[config.mk]
export PLATFORM = sky130hd
export DESIGN_NAME = game_timer_ctrl
export DESIGN_NICKNAME = d
export VERILOG_FILES = /design/src/rtl/game_pkg.sv /design/src/rtl/sec_prescaler.sv /design/src/rtl/game_timer_ctrl.sv
export SDC_FILE = /design/constraint.sdc
export NUM_CORES = 1
export LEC_CHECK = 0
export CORE_MARGIN = 5
export CORE_UTILIZATION = 56
export DETAILED_ROUTE_END_ITERATION = 12
export PLACE_DENSITY = 0.91
export SLEW_MARGIN = 0
export SYNTH_ARGS = -nofsm -noshare
export SYNTH_HDL_FRONTEND = slang
export SYNTH_HIERARCHICAL = 1
export SYNTH_SLANG_ARGS = --single-unit
export TNS_END_PERCENT = 5
[constraint.sdc]
create_clock -name game_clk -period 2.5 [get_ports game_clk]
set_input_delay 0.5 -clock game_clk [delete_from_list [all_inputs] [get_ports game_clk]]
set_output_delay 0.5 -clock game_clk [all_outputs]
set_load 0.01 [all_outputs]
[src/rtl/game_pkg.sv]
// Shared definitions for the game FSM and its timing controller:
// state encodings and the BCD digit type.
package game_pkg;

  typedef enum logic [1:0] {
    IDLE           = 2'b00,
    OPENING_SCREEN = 2'b01,
    GAME_RUNNING   = 2'b10,
    GAME_OVER      = 2'b11
  } game_state_t;

  typedef logic [3:0] bcd_t;

endpackage

[src/rtl/sec_prescaler.sv]
// Divides game_clk down to a one-cycle sec_tick every TICKS_PER_SEC cycles;
// clear restarts the period.
module sec_prescaler #(
  parameter int TICKS_PER_SEC = 1000
) (
  input  logic game_clk,
  input  logic rst,
  input  logic clear,
  output logic sec_tick
);

  localparam int CW = $clog2(TICKS_PER_SEC);
  localparam logic [CW-1:0] LAST = CW'(TICKS_PER_SEC - 1);

  logic [CW-1:0] presc_q, presc_d;

  assign sec_tick = !clear && (presc_q == LAST);

  always_comb begin
    presc_d = presc_q + 1'b1;
    if (clear || sec_tick) presc_d = '0;
  end

  always_ff @(posedge game_clk or negedge rst) begin
    if (!rst) presc_q <= '0;
    else      presc_q <= presc_d;
  end

endmodule

[src/rtl/game_timer_ctrl.sv]
// MM:SS BCD countdown, GAME_OVER linger timeout and IDLE seconds counter,
// all sequenced from the game FSM state and a shared 1 s tick.
module game_timer_ctrl
  import game_pkg::*;
#(
  parameter int          TICKS_PER_SEC = 1000,
  parameter logic [15:0] START_TIME    = 16'h0130,
  parameter int          LINGER_SEC    = 3
) (
  input  logic       game_clk,
  input  logic       rst,
  input  logic [1:0] game_state_w,
  output logic [3:0] num0_w,
  output logic [3:0] num1_w,
  output logic [3:0] num2_w,
  output logic [3:0] num3_w,
  output logic       go_back_to_idle,
  output logic [3:0] game_over_seconds_w
);

  game_state_t cur_state, prev_state_q;
  bcd_t        num0_q, num0_d, num1_q, num1_d, num2_q, num2_d, num3_q, num3_d;
  logic [3:0]  linger_q, linger_d, gos_q, gos_d;
  logic        go_q, go_d;
  logic        entry, sec_tick;

  assign cur_state = game_state_t'(game_state_w);
  assign entry     = (cur_state != prev_state_q);

  sec_prescaler #(.TICKS_PER_SEC(TICKS_PER_SEC)) u_presc (
    .game_clk (game_clk),
    .rst      (rst),
    .clear    (entry || (cur_state == OPENING_SCREEN)),
    .sec_tick (sec_tick)
  );

  always_comb begin
    num0_d   = num0_q;
    num1_d   = num1_q;
    num2_d   = num2_q;
    num3_d   = num3_q;
    linger_d = linger_q;
    gos_d    = gos_q;
    go_d     = go_q;
    case (cur_state)
      OPENING_SCREEN: begin
        {num3_d, num2_d, num1_d, num0_d} = START_TIME;
        linger_d = '0;
        gos_d    = '0;
        go_d     = 1'b0;
      end
      GAME_RUNNING: begin
        // Count down with BCD borrow; 00:00 holds so the FSM can see it.
        if (sec_tick && ({num3_q, num2_q, num1_q, num0_q} != 16'h0000)) begin
          if (num0_q != 4'd0) num0_d = num0_q - 4'd1;
          else begin
            num0_d = 4'd9;
            if (num1_q != 4'd0) num1_d = num1_q - 4'd1;
            else begin
              num1_d = 4'd5;
              if (num2_q != 4'd0) num2_d = num2_q - 4'd1;
              else begin
                num2_d = 4'd9;
                num3_d = num3_q - 4'd1;
              end
            end
          end
        end
      end
      GAME_OVER: begin
        if (entry) begin
          linger_d = '0;
          go_d     = 1'b0;
        end else if (sec_tick && (linger_q != 4'd15)) begin
          linger_d = linger_q + 4'd1;
          if (linger_d == 4'(LINGER_SEC)) go_d = 1'b1;
        end
      end
      IDLE: begin
        if (entry) begin
          gos_d = '0;
          go_d  = 1'b0;
        end else if (sec_tick && (gos_q != 4'd15)) begin
          gos_d = gos_q + 4'd1;
        end
      end
      default: ;
    endcase
  end

  always_ff @(posedge game_clk or negedge rst) begin
    if (!rst) begin
      prev_state_q                     <= OPENING_SCREEN;
      {num3_q, num2_q, num1_q, num0_q} <= START_TIME;
      linger_q                         <= '0;
      gos_q                            <= '0;
      go_q                             <= 1'b0;
    end else begin
      prev_state_q <= cur_state;
      num0_q       <= num0_d;
      num1_q       <= num1_d;
      num2_q       <= num2_d;
      num3_q       <= num3_d;
      linger_q     <= linger_d;
      gos_q        <= gos_d;
      go_q         <= go_d;
    end
  end

  assign num0_w              = num0_q;
  assign num1_w              = num1_q;
  assign num2_w              = num2_q;
  assign num3_w              = num3_q;
  assign go_back_to_idle     = go_q;
  assign game_over_seconds_w = gos_q;

endmodule

* Yosys cells after proc, flatten, opt, wreduce, memory -nomap -nowiden
Index checks and enable logic that the tools add are counted.
** Operators by class
- Multiply operators :: 0
- Reductions and logical operators :: 23
- Bitwise gates (word level) :: 0
- Mux-type cells :: 29
- Div/mod/pow operators :: 0
- Equality and inequality tests :: 16
- Shifts and indexed selects :: 0
- $add $sub $neg :: 7
- Magnitude comparators :: 0
** Operators with widths (number)
- $mux W4 :: 17
- $pmux W4 S2 :: 6
- $reduce_bool A16 Y1 :: 1
- $sub A4 B1 Y4 const B :: 4
- $reduce_bool A4 Y1 :: 3
- $add A10 B1 Y10 const B :: 1
- $eq A10 B10 Y1 const B :: 1
- $mux W10 :: 1
- $ne A2 B2 Y1 const B :: 5
- $ne A3 B3 Y1 const B :: 3
- $add A4 B1 Y4 const B :: 2
- $ne A4 B4 Y1 const B :: 2
- $reduce_and A4 Y1 :: 2
- $reduce_and A2 Y1 :: 3
- $reduce_bool A2 Y1 :: 3
- $reduce_and A5 Y1 :: 1
- $eq A2 B2 Y1 const B :: 2
- $eq A4 B2 Y1 const B :: 1
- $logic_and A1 B1 Y1 :: 4
- $mux W1 :: 4
- $pmux W1 S3 :: 1
- $reduce_and A3 Y1 :: 1
- $reduce_bool A3 Y1 :: 1
- $eq A2 B1 Y1 const B :: 1
- 4 further kinds :: 5
** Word-level totals
- ROM bits :: 0
- Bits in writable memories :: 0
- Register bits after elaboration :: 37
- Memories kept :: 0
- Bits in latches :: 0

* Depth between registers and ports, before layout
- Depth in word-level cells :: 8
- Mapped depth :: 11

* By module
Netlist, hierarchy kept.
** By module, submodules not included
- game_timer_ctrl :: times used 1, area an instance 1747.9 sq um, cells an instance 187
- sec_prescaler :: times used 1, area an instance 533.0 sq um, cells an instance 52

* Worst setup path after synthesis
OpenSTA, ideal clock, no wires.
- Path kind :: in2reg
- From :: input game_state_w[1]
- To :: register num1_q[2], in the netlist num1_w[2]
- Stages :: 11
- Data required time :: 2.380 ns
- Path buffers :: 3
- Slack :: 0.136 ns
- Data arrival time :: 2.245 ns
- Cell sequence :: inv_1 > ha_1 > clkbuf_1 > nand3b_1 > nor2_1 > buf_4 > and4bb_1 > buf_4 > nand2_1 > a31o_2 > a31o_1
** On the way
- Word-level cells in the longest chain between the ends :: 7
- Elaborated cells on any way between the ends :: 12
- Those cells by class :: eq/ne: 5; mux: 1; reduce/logical: 6
** RTL lines
- start: declaration :: line game_timer_ctrl.sv:12 : input logic [1:0] game_state_w,
- $ne A2 B2 Y1 or $eq A2 B1 Y1 (tied branches) :: line game_timer_ctrl.sv:28, game_timer_ctrl.sv:33
- $logic_or A1 B1 Y1 * :: line game_timer_ctrl.sv:33 : .clear (entry || (cur_state == OPENING_SCREEN)),
- $logic_not A1 Y1 * :: line sec_prescaler.sv:17 : assign sec_tick = !clear && (presc_q == LAST);
- $logic_and A1 B1 Y1 * :: line sec_prescaler.sv:17
- named net sec_tick :: line game_timer_ctrl.sv:25 : logic entry, sec_tick;
- $logic_and A1 B1 Y1 * :: line game_timer_ctrl.sv:54 : if (sec_tick && ({num3_q, num2_q, num1_q, num0_q} != 16'h0000)) begin
- $ne A2 B2 Y1 (no line) *
- $reduce_and A3 Y1 (no line) *
- end signal: assignment :: line game_timer_ctrl.sv:101 : num1_q <= num1_d;
- end: declaration :: line game_timer_ctrl.sv:22 : bcd_t num0_q, num0_d, num1_q, num1_d, num2_q, num2_d, num3_q, num3_d;
Mark *: on every way through the listed nets, which the timed path passes. The rest lies on a longest branch.
A chain may end at the register's enable or synchronous reset.

* Worst setup path in the final report
- From :: register u_presc.presc_q[1]
- To :: register num1_q[2], in the netlist num1_w[2]
** On the way
- Word-level cells in the longest chain between the ends :: 5
** RTL lines
- start: declaration :: line sec_prescaler.sv:15 : logic [CW-1:0] presc_q, presc_d;
- start signal: assignment :: line sec_prescaler.sv:26 : else presc_q <= presc_d;
- $eq A10 B10 Y1 :: line sec_prescaler.sv:17
- $logic_and A1 B1 Y1 :: line sec_prescaler.sv:17
- named net sec_tick :: line game_timer_ctrl.sv:25
- $logic_and A1 B1 Y1 :: line game_timer_ctrl.sv:54
- $ne A2 B2 Y1 (no line)
- $reduce_and A3 Y1 (no line)
The timed path passes the listed nets, and every way through them passes these cells.

==> flow_summary.toml <==
[global_route]
antenna_found_initial = 0
grt_util_all_layers = 0.210
grt_pass1_vias = 2059
grt-ovfl-total = 0
grt_max_degree = 38
grt_pass1_wl_um = 8960

[sta]
fin_hold_ws_ns = 0.300
period_needed_ns = 2.40
finalMaxSlewViolations = 0
max_freq_mhz = 416
fin_crit_sh = 0.961
worst_slew_pin_slew_ns = 0.825
slew_headroom = 0.450
finalSetupViolCount = 0
fin_skew_ns = 0.00659
finalHoldViolCount = 0

[detailed_routing]
firstDrtPassIters = 4
drt-initial-drc-count = 129
wl_per_cell_um = 15.7
viasPerCell = 5.99
routed_wl_um = 5330
ant_nets = 0
drc = 0
vias = 2036

[clock_network]
holdBufCountCts = 0
insertion_delay_ns = 0.29
cts_sinks = 37
htree_levels = 2
clkTransAtPathRegs_ns = 0.07
clock_path_buffers = 2
cts_buffers = 5
cts_tree = "built"
cts_root_buf = "clkbuf_8"

[worst_setup_path]
startpoint_type = "flip-flop"
cp_cell_sequence = "ha_2, nand2_2, nor4b_4, nand3_2, nor2_2, and4bb_1, buf_4, nand2_1, a31o_2, a31o_1"
critPathSlowestCell = "dfrtp_1"
endpoint_kind = "flip-flop"
crit_required_ns = 2.68
setup.worst_path.class = "flip-flop to flip-flop"
crit_start = "u_presc/presc_q[1]"
cp.arrival_ns = 2.58
slowest_delay_ns = 0.39
crit-reg2reg-capture = "num1_w[2]"
critPathMaxFanout = 8
r2r-start = "u_presc/presc_q[1]"
r2r_setup_slack_ns = 0.1
reg2reg_depth = 10

[synth]
synth_flop_cell = "dfrtp_1"
synth_top_cell_by_area = "dfrtp_1"
synth_top_area_frac = 0.362
syn_area_per_cell_um2 = 9.54
yosysWarnings = 6
ys_ff_latch = 37
synth_edf_count = 0
syn_nets = 256
async_flop_share = 1.00
syn_inst = 239
synth_area_leaders = "dfrtp_1 (36%), ha_1 (7.1%), dfstp_2 (4.6%)"
syn-cell-area_um2 = 2280
ys_types = 57
ys_seq_area_frac = 0.408

[place]
place_congestion = 0.815
hpwl_um = 3790
dpl_cell_area_um2 = 2700
io_buffers = 24

[die]
dieHeight_um = 73.8
row_count = 23
die_area_um2 = 5450
dieWidth_um = 73.8
ios = 25
coreArea_um2 = 3970
initial_core_util = 0.574

[layout]
syn_to_final_growth_pct = 24.4
nets = 306
layout_common_cells = "dfrtp_1 (33), buf_4 (24), clkdlybuf4s50_1 (23), nand2_1 (19), nor2_1 (19)"
drive_above_1_share = 0.186
post-route-cell-area_um2 = 2840
fillers = 302
insertedDiodeCount = 0
layout_commonest_cell = "dfrtp_1"

[power]
irDropWorstVdd_mv = 0.346
p_per_area_nw_per_um2 = 434
p_leak_uw = 0.00119

[worst_hold_path]
hp-class = "primary input to asynchronous set/reset pin"

[flow_run]
cap_violations = 0

[outcome]
status = "completed"
critical path, delay by kind of cell, from the launching register on:
family | cells | cell delay (ns)
compound gates | 2 | 0.42
fa+ha+maj | 1 | 0.23
buf+inv | 1 | 0.16
flops | 1 | 0.39
simple gates | 6 | 1.09
synth_stat cells, drive strengths merged (3+ instances only):
library cell and instances:
nor2 22, nor4b 3, a31oi 3, dfstp 4
a21oi 6, dfrtp 33, nor3 7, a21boi 3
a31o 4, nand2b 4, and3 4, and2 3
or3b 3, o22ai 3, a22o 3, ha 13
xnor2 5, o22a 3, a21o 4, nand2 20
nand3 20, inv 15, clkbuf 3, o211ai 4
o21ai 11, a41oi 3, nor2b 6
how the worst max path moves through the flow:
stage          depth (start not counted)  slack (ns)        end
6_report                              10         0.1  num1_w[2]
2_1_floorplan                         11        0.14  num1_w[2]
4_1_cts                               10        0.08  num1_w[2]
5_1_grt                               11       -0.07  num2_w[3]
3_3_place_gp                          10       0.005  num1_w[2]
3_5_place_dp                           8       -0.12  num3_w[2]
sequential cells by signal, summed over array words and instances, names as in the netlist:
name / flops
num0_w: 4
num1_w: 4
prev_state_q: 2
game_over_seconds_w: 4
num2_w: 4
u_presc/presc_q: 10
go_back_to_idle: 1
linger_q: 4
num3_w: 4
final cells by class:
cell class	instances	area (µm²)	area share
clock buffers	8	80.1	0.0282
inverters	15	56.3	0.0198
multi-input cells	182	1290	0.455
flip-flops and latches	37	931	0.328
well taps	50	62.6	0.0220
repair buffers	48	415	0.146
cell families after synthesis:
family | after synthesis | synth area share
simple gates | 101 | 0.256
compound gates | 59 | 0.193
flops | 37 | 0.408
buf+inv | 20 | 0.0362
fa+ha+maj | 13 | 0.0713
xor+xnor | 7 | 0.0269
mux | 2 | 0.00933
report_power, final:
group	internal [µW]	switching, µW	total, µW	leakage (µW)
Clock	198	203	402	0.0000395
Sequential	614	13.4	627	0.000498
Combinational	89.4	115	204	0.000657
Total	901	331	1230	0.00119
per-layer routing:
layer | global-route usage | up-vias | routed length [µm]
met3 | 0.0438 | 9 | 155
met1 | 0.249 | 1013 | 2330
li1 | - | 981 | -
met4 | 0.0704 | 0 | 82
met5 | 0 | - | 0
met2 | 0.375 | 33 | 2760
stage by stage:
stage | worst slack, ns | utilization | setup TNS, ns | instances | total power, µW
global route | -0.0741 | 0.715 | -0.478 | 340 | 1290
detailed placement | -0.120 | 0.679 | -0.473 | 327 | 835
floorplan | 0.136 | - | 0 | 239 | 749
finish | 0.0986 | 0.715 | 0 | 340 | 1230
global placement | 0.00501 | 0.679 | 0 | 327 | 829
CTS | 0.0783 | 0.699 | 0 | 335 | 1240
what timing repair did:
action                                  in CTS  in global routing
gates resized for setup                      0                  6
buffers inserted                             0                  5
endpoints found under the setup margin       0                 16
No activity file was read; power rests on OpenSTA's default activity.
